## config.mk

```make
export PLATFORM = sky130hd
export DESIGN_NAME = serial_adder
export DESIGN_NICKNAME = d
export VERILOG_FILES = /design/src/rtl/serial_pkg.sv /design/src/rtl/fulladder.sv /design/src/rtl/serial_adder.sv
export SDC_FILE = /design/constraint.sdc
export NUM_CORES = 1
export LEC_CHECK = 0
export BUFFER_PORTS_ARGS = -buffer_cell sky130_fd_sc_hd__buf_2
export CORE_UTILIZATION = 45
export CTS_CLUSTER_SIZE = 14
export DETAILED_ROUTE_END_ITERATION = 10
export PLACE_DENSITY = 0.69
export SLEW_MARGIN = 20
export SYNTH_ARGS = -nofsm -noshare
export SYNTH_HDL_FRONTEND = slang
export SYNTH_HIERARCHICAL = 1
export SYNTH_SLANG_ARGS = --single-unit
```

## constraint.sdc

```tcl
create_clock -name clk -period 2.6 [get_ports clk]
set_input_delay 0.13 -clock clk [delete_from_list [all_inputs] [get_ports clk]]
set_output_delay 0.13 -clock clk [all_outputs]
set_load 0.005 [all_outputs]
```

## src/rtl/serial_pkg.sv

```systemverilog
// Shared definitions for the bit-serial adder: FSM state encoding and the
// helper that sizes the bit-step counter.
package serial_pkg;

    // FSM encoding; 2'd3 is unused and recovers to IDLE.
    typedef enum logic [1:0] {
        ST_IDLE = 2'd0,
        ST_RUN  = 2'd1,
        ST_DONE = 2'd2
    } state_t;

    // Width of a counter that must reach n-1 without wrapping early.
    // Clamped to one bit so the counter always exists.
    function automatic int cnt_width(input int n);
        if (n < 2) begin
            return 1;
        end
        return $clog2(n);
    endfunction

endpackage

```

## src/rtl/fulladder.sv

```systemverilog
// One-bit full adder cell: s = a ^ b ^ c, co = majority(a, b, c).
module fulladder (
    input  logic a,
    input  logic b,
    input  logic c,
    output logic s,
    output logic co
);

    assign s  = a ^ b ^ c;
    assign co = (a & b) | (c & (a ^ b));

endmodule

```

## src/rtl/serial_adder.sv

```systemverilog
// Bit-serial N-bit adder. Operands are captured on a start strobe, summed
// LSB-first through one full-adder cell with a carry flip-flop, and the
// parallel sum, carry-out and signed overflow are presented with a
// single-cycle done pulse.
module serial_adder
    import serial_pkg::*;
#(
    parameter int N = 4
) (
    input  logic         clk,
    input  logic         rst,
    input  logic         start,
    input  logic [N-1:0] a,
    input  logic [N-1:0] b,
    input  logic         cin,
    output logic         busy,
    output logic         done,
    output logic [N-1:0] sum,
    output logic         cout,
    output logic         ovf
);

    localparam int CW = cnt_width(N);
    localparam logic [CW-1:0] LAST_STEP = CW'(N - 1);

    state_t        state_q, state_d;
    logic [N-1:0]  ra_q, ra_d;
    logic [N-1:0]  rb_q, rb_d;
    logic [N-1:0]  sum_q, sum_d;
    logic [CW-1:0] cnt_q, cnt_d;
    logic          carry_q, carry_d;
    logic          cout_q, cout_d;
    logic          ovf_q, ovf_d;
    logic          busy_q, busy_d;
    logic          done_q, done_d;

    logic          fa_s;
    logic          fa_co;

    // Single bit-step cell fed from the shift-register LSBs and the carry flop.
    fulladder u_fa (
        .a  (ra_q[0]),
        .b  (rb_q[0]),
        .c  (carry_q),
        .s  (fa_s),
        .co (fa_co)
    );

    // Next-state and datapath control; everything holds unless a state acts on it.
    always_comb begin
        state_d = state_q;
        ra_d    = ra_q;
        rb_d    = rb_q;
        sum_d   = sum_q;
        cnt_d   = cnt_q;
        carry_d = carry_q;
        cout_d  = cout_q;
        ovf_d   = ovf_q;
        busy_d  = busy_q;
        done_d  = 1'b0;

        case (state_q)
            ST_IDLE: begin
                if (start) begin
                    state_d = ST_RUN;
                    ra_d    = a;
                    rb_d    = b;
                    carry_d = cin;
                    cnt_d   = '0;
                    busy_d  = 1'b1;
                end
            end
            ST_RUN: begin
                ra_d    = {1'b0, ra_q[N-1:1]};
                rb_d    = {1'b0, rb_q[N-1:1]};
                sum_d   = {fa_s, sum_q[N-1:1]};
                carry_d = fa_co;
                if (cnt_q == LAST_STEP) begin
                    // MSB step: carry_q is the carry into the MSB, fa_co the carry out.
                    state_d = ST_DONE;
                    cout_d  = fa_co;
                    ovf_d   = fa_co ^ carry_q;
                    done_d  = 1'b1;
                end else begin
                    cnt_d = cnt_q + CW'(1);
                end
            end
            ST_DONE: begin
                // start is deliberately not sampled here; it is not queued.
                state_d = ST_IDLE;
                busy_d  = 1'b0;
            end
            default: begin
                state_d = ST_IDLE;
                busy_d  = 1'b0;
            end
        endcase
    end

    // State and datapath registers; reset discards any in-flight operation.
    always_ff @(posedge clk or posedge rst) begin
        if (rst) begin
            state_q <= ST_IDLE;
            ra_q    <= '0;
            rb_q    <= '0;
            sum_q   <= '0;
            cnt_q   <= '0;
            carry_q <= 1'b0;
            cout_q  <= 1'b0;
            ovf_q   <= 1'b0;
            busy_q  <= 1'b0;
            done_q  <= 1'b0;
        end else begin
            state_q <= state_d;
            ra_q    <= ra_d;
            rb_q    <= rb_d;
            sum_q   <= sum_d;
            cnt_q   <= cnt_d;
            carry_q <= carry_d;
            cout_q  <= cout_d;
            ovf_q   <= ovf_d;
            busy_q  <= busy_d;
            done_q  <= done_d;
        end
    end

    assign busy = busy_q;
    assign done = done_q;
    assign sum  = sum_q;
    assign cout = cout_q;
    assign ovf  = ovf_q;

endmodule
```

After elaboration in Yosys (flattened, before gate mapping):

Cells that the tools add are included.

* output and inout bits: 8
* ROM bits: 0
* bits of input ports: 12
* memories kept: 0
* memory bits (writable): 0
* latch bits: 0
* flip-flop bits (word level): 21
* logic and storage cells: 46

* equal/unequal tests: 5
* reduce and logical (&&, ||, !) cells: 7
* multiply operators: 0
* divide/modulo/power cells: 0
* muxes and demuxes: 16
* $lt $le $gt $ge: 0
* add/sub/neg operators: 1
* bitwise gates (word level): 7
* shift operators: 0

Operators by type and width (count)
* $pmux 4 s2: 2
* $mux 2: 4
* $mux 4: 2
* $pmux 2 s2: 2
* $reduce_and 2->1: 4
* $ne 2x2->1 const B: 3
* $mux 1: 4
* $pmux 1 s2: 2
* $reduce_and 3->1: 1
* $xor 1x1->1: 3
* $add 2x1->2 const B: 1
* $and 1x1->1: 2
* $eq 2x1->1 const B: 1
* $eq 2x2->1 const B: 1
* $logic_not 2->1: 1
* $reduce_bool 2->1: 1
* $not 1->1: 1
* $or 1x1->1: 1

Logic depth before layout (Yosys ltp):

* depth in word-level cells: 4
* depth in mapped cells: 5
* mapped depth without buffers: 4

Cells and area by module:

Netlist, hierarchy kept.

By module, submodules not included
* serial_adder: instances 1, area an instance 922.1 sq um, seq. area each 525.5 sq um, cells each 78
* fulladder: instances 1, area an instance 20.0 sq um, seq. area each 0.0 sq um, cells each 1

Worst setup path before layout:

No wires, ideal clock.

* kind: register to register
* start: reg ra_q[0]
* end: reg cout_q (netlist: cout)
* data arrival time: 1.126 ns
* data required time: 2.475 ns
* clock period less this slack: 1.251 ns
* slack: 1.349 ns
* cell stages (with the launch flop): 3
* buffers on the path: 0
* setup time: 0.125 ns
* path through: dfrtp_1 > fa_1 > mux2_4

* cells in the longest elaborated chain, start to end: 3
* elaborated cells between the ends (all ways): 4
* those cells by class: bitwise: 4

RTL lines
* start: declaration: RTL line serial_adder.sv:27 `logic [N-1:0] ra_q, ra_d;`
* start signal: assignment: RTL line serial_adder.sv:115 `ra_q <= ra_d;`
* $xor 1x1->1: RTL line fulladder.sv:11 `assign co = (a & b) | (c & (a ^ b));`
* $and 1x1->1: RTL line fulladder.sv:11
* $or 1x1->1 (*): RTL line fulladder.sv:11
* named net fa_co: RTL line serial_adder.sv:38 `logic fa_co;`
* end signal: assignment: RTL line serial_adder.sv:120 `cout_q <= cout_d;`
* end: declaration: RTL line serial_adder.sv:32 `logic cout_q, cout_d;`

The timed path passes the listed nets; every way through them passes the cells marked *.
A chain may end at the register's enable or synchronous reset.

Final worst setup path:

* start: reg cnt_q[0]
* end: reg cout_q (netlist: cout)

* cells in the longest elaborated chain, start to end: 2

RTL lines
* start: declaration: RTL line serial_adder.sv:30 `logic [CW-1:0] cnt_q, cnt_d;`
* start signal: assignment: RTL line serial_adder.sv:118 `cnt_q <= cnt_d;`
* $eq 2x2->1: RTL line serial_adder.sv:78 `if (cnt_q == LAST_STEP) begin`
* $reduce_and 2->1 (no line)

Every way passes these cells.

==> reports/results.ini <==
[placed_design]
place_congestion=0.726
hpwlAfterDp_um=1200
io_buffers=19

[sta]
finalCritPeriodShare=0.506
tns_ps=0
worst_slew_pin_slew_ps=788
min_period_ps=1320
report.final.slew_viol_count=0
rsz0062_at_grt=no
slew-limit-headroom=0.474
final_hold_viol_count=0
fmax_mhz=760
fin_worst_skew_ps=7.24
setup_violations=0

[die]
core_area_um2=1960
rows=16
die_x_um=47.8
die_h_um=47.8
dieArea_um2=2280
pin_count=20
initial_core_util=0.480

[routing]
dr.pass1.iters=4
wl_per_cell_um=13.2
ant_nets=0
vias=683
drcViolationCount=0
finalWirelength_um=1670
via_per_inst=5.38
drt_iter0_drc=11

[synthesis]
ys_seq_area_frac=0.558
synth_top_flop_cell=dfrtp_1
synth-edff-count=0
synth.avg_cell_area_um2=11.9
ys_top_cells_by_count=dfrtp_1 (21), o22ai_1 (14), a21oi_1 (10), inv_1 (5), mux2_4 (4)
yosysWarnings=6
synth_top_cell_area_share=0.558
synth.area.top_cells=dfrtp_1 (56%), o22ai_1 (9.3%), mux2_4 (6.4%), a21oi_1 (5.3%), ha_1 (2.7%)
yosysUniqueCellTypes=25
synth_nets=94
async_reset_ff_frac=1.00
synth-seq-cells=21
synth.most_common_cell=dfrtp_1
syn_inst=79
synth_area_um2=942
synth_area_leader_cell=dfrtp_1

[pwr]
peakVddDrop_v=0.000723
p_switching_uw=465
cellLeakagePower_nw=0.516
power_frac_seq=0.466
p_int_uw=828
swShare=0.360
pwr-share-clk=0.115
cellPowerDensity_nw_per_um2=1190
combPwrFrac=0.418

[grt]
gr-usage-met2=0.238
met1_usage=0.221
grt_pass1_wl_um=2440
grt_util_met3=0.0566
grt_max_degree=22
grt_overflow=0
antenna_found_initial=0
busiest_layer=met2
grt_use_total=0.156
grt_pass1_vias=538

[cts]
cts_setup_buffers=0
path_clk_slew_ps=110
cts_tree=yes
h-tree-depth=1
cts_buffers=3
cts_buffer_depth=2
clock_latency_ps=300
root_buffer=clkbuf_4
numClockSinks=21

[worst_setup_path]
cp_data_arrival_time_ps=1500
path_class=flip-flop to flip-flop
required_ps=2780
reg2reg_setup_slack_ps=1280
cp-end-kind=flip-flop
rr_startpoint=cnt_q[0]
r2r_end=cout
setup.worst_path.start_class=flip-flop
r2r_cells=3
cp_max_fo=5

[outcome]
outcome=finished, final reports clean

[cells_and_area]
final_util=0.552
n_antenna_cell=0
drive_gt1_frac=0.280
area_delta_synth_final_pct=15.0
fin_nets=116

[run]
maxCapViolCount=0

[hold_path]
whs_endpoint=ra_q[3]
holdCritStartpoint=a[3]
hold_depth=2
hold_class=input pin to flip-flop

area by class of cell:
cell class,instances,area (um2)
repair buffers,20,105
fillers,192,878
flip-flops and latches,21,526
well taps,27,33.8
clock buffers,4,26.3
multi-input cells,49,370
inverters,6,22.5
layout by cell type (no fill, tap or decap):
cell / netlist / routed
a21oi_1: 10 / 10
a22o_1: 2 / 2
a22oi_1: 1 / 1
buf_2: 1 / 19
clkbuf_1: 0 / 1
clkbuf_4: 0 / 3
clkinv_1: 1 / 1
dfrtp_1: 21 / 21
dlygate4sd3_1: 0 / 1
fa_1: 1 / 1
ha_1: 2 / 2
inv_1: 5 / 5
mux2_2: 1 / 1
mux2_4: 4 / 4
nand2_1: 2 / 2
nand2b_1: 1 / 1
nand2b_4: 1 / 1
nand3b_1: 1 / 1
nor2_1: 2 / 2
nor3_1: 1 / 1
o21ai_0: 1 / 1
o21ai_1: 1 / 1
o22ai_1: 14 / 14
o2bb2ai_1: 2 / 2
or2b_1: 1 / 1
xnor2_1: 1 / 1
critical path: stages (launching register included):
cell	delay, ps
dfrtp_1	450
ha_1	240
nand3b_1	200
mux2_4	320
flip-flops by register name (all words and copies together), names as in the netlist, 2 cells and up:
register  count
rb_q          4
sum           4
cnt_q         2
ra_q          4
state_q       2
how the worst max path moves through the flow:
stage,start,endpoint,cells after the start
6_report,cnt_q[0],cout,3
2_1_floorplan,ra_q[0],cout,2
3_5_place_dp,ra_q[0],cout,2
3_3_place_gp,ra_q[0],cout,2
5_1_grt,cnt_q[0],cout,3
4_1_cts,ra_q[0],cout,2
per-layer routing:
layer / routed length [um] / share of wire / up-vias
li1: - / - / 335
met1: 787 / 0.47 / 323
met2: 782 / 0.47 / 23
met3: 92 / 0.055 / 2
met4: 9 / 0.0054 / 0
met5: 0 / 0 / -
repair_timing:
item,CTS,global route
hold buffers,1,0
gates resized for setup,0,0
endpoints found under the setup margin,0,0
endpoints found under the hold margin,12,0
metrics by stage:
stage | instances | area (um2) | power [mW] | setup slack, ps | hold WS [ps]
5_1_grt | 127 | 1080 | 1.41 | 1240 | 36.4
6_report | 127 | 1080 | 1.29 | 1280 | 42.6
3_3_place_gp | 122 | 1050 | 1.13 | 1340 | 310
2_1_floorplan | 79 | 942 | 1.02 | 1350 | 107
4_1_cts | 127 | 1080 | 1.31 | 1280 | 37.5
3_5_place_dp | 122 | 1050 | 1.15 | 1310 | 324
power by group through the flow:
stage	combinational [mW]	clock, mW	sequential [mW]
floorplan	0.434	0	0.590
global placement	0.530	0	0.602
detailed placement	0.545	0	0.609
CTS	0.546	0.158	0.603
global route	0.616	0.169	0.624
finish	0.541	0.149	0.603
logic make-up after synthesis:
group	after synthesis	synth area share
flip-flops	21	0.558
AND/OR/NAND/NOR	9	0.0584
buffers and inverters	9	0.0491
adder cells (fa/ha/maj)	3	0.0478
multiplexers	5	0.0757
AO/OA/AOI/OAI	31	0.202
XOR/XNOR	1	0.00930
No activity file was read; power rests on OpenSTA's default activity.
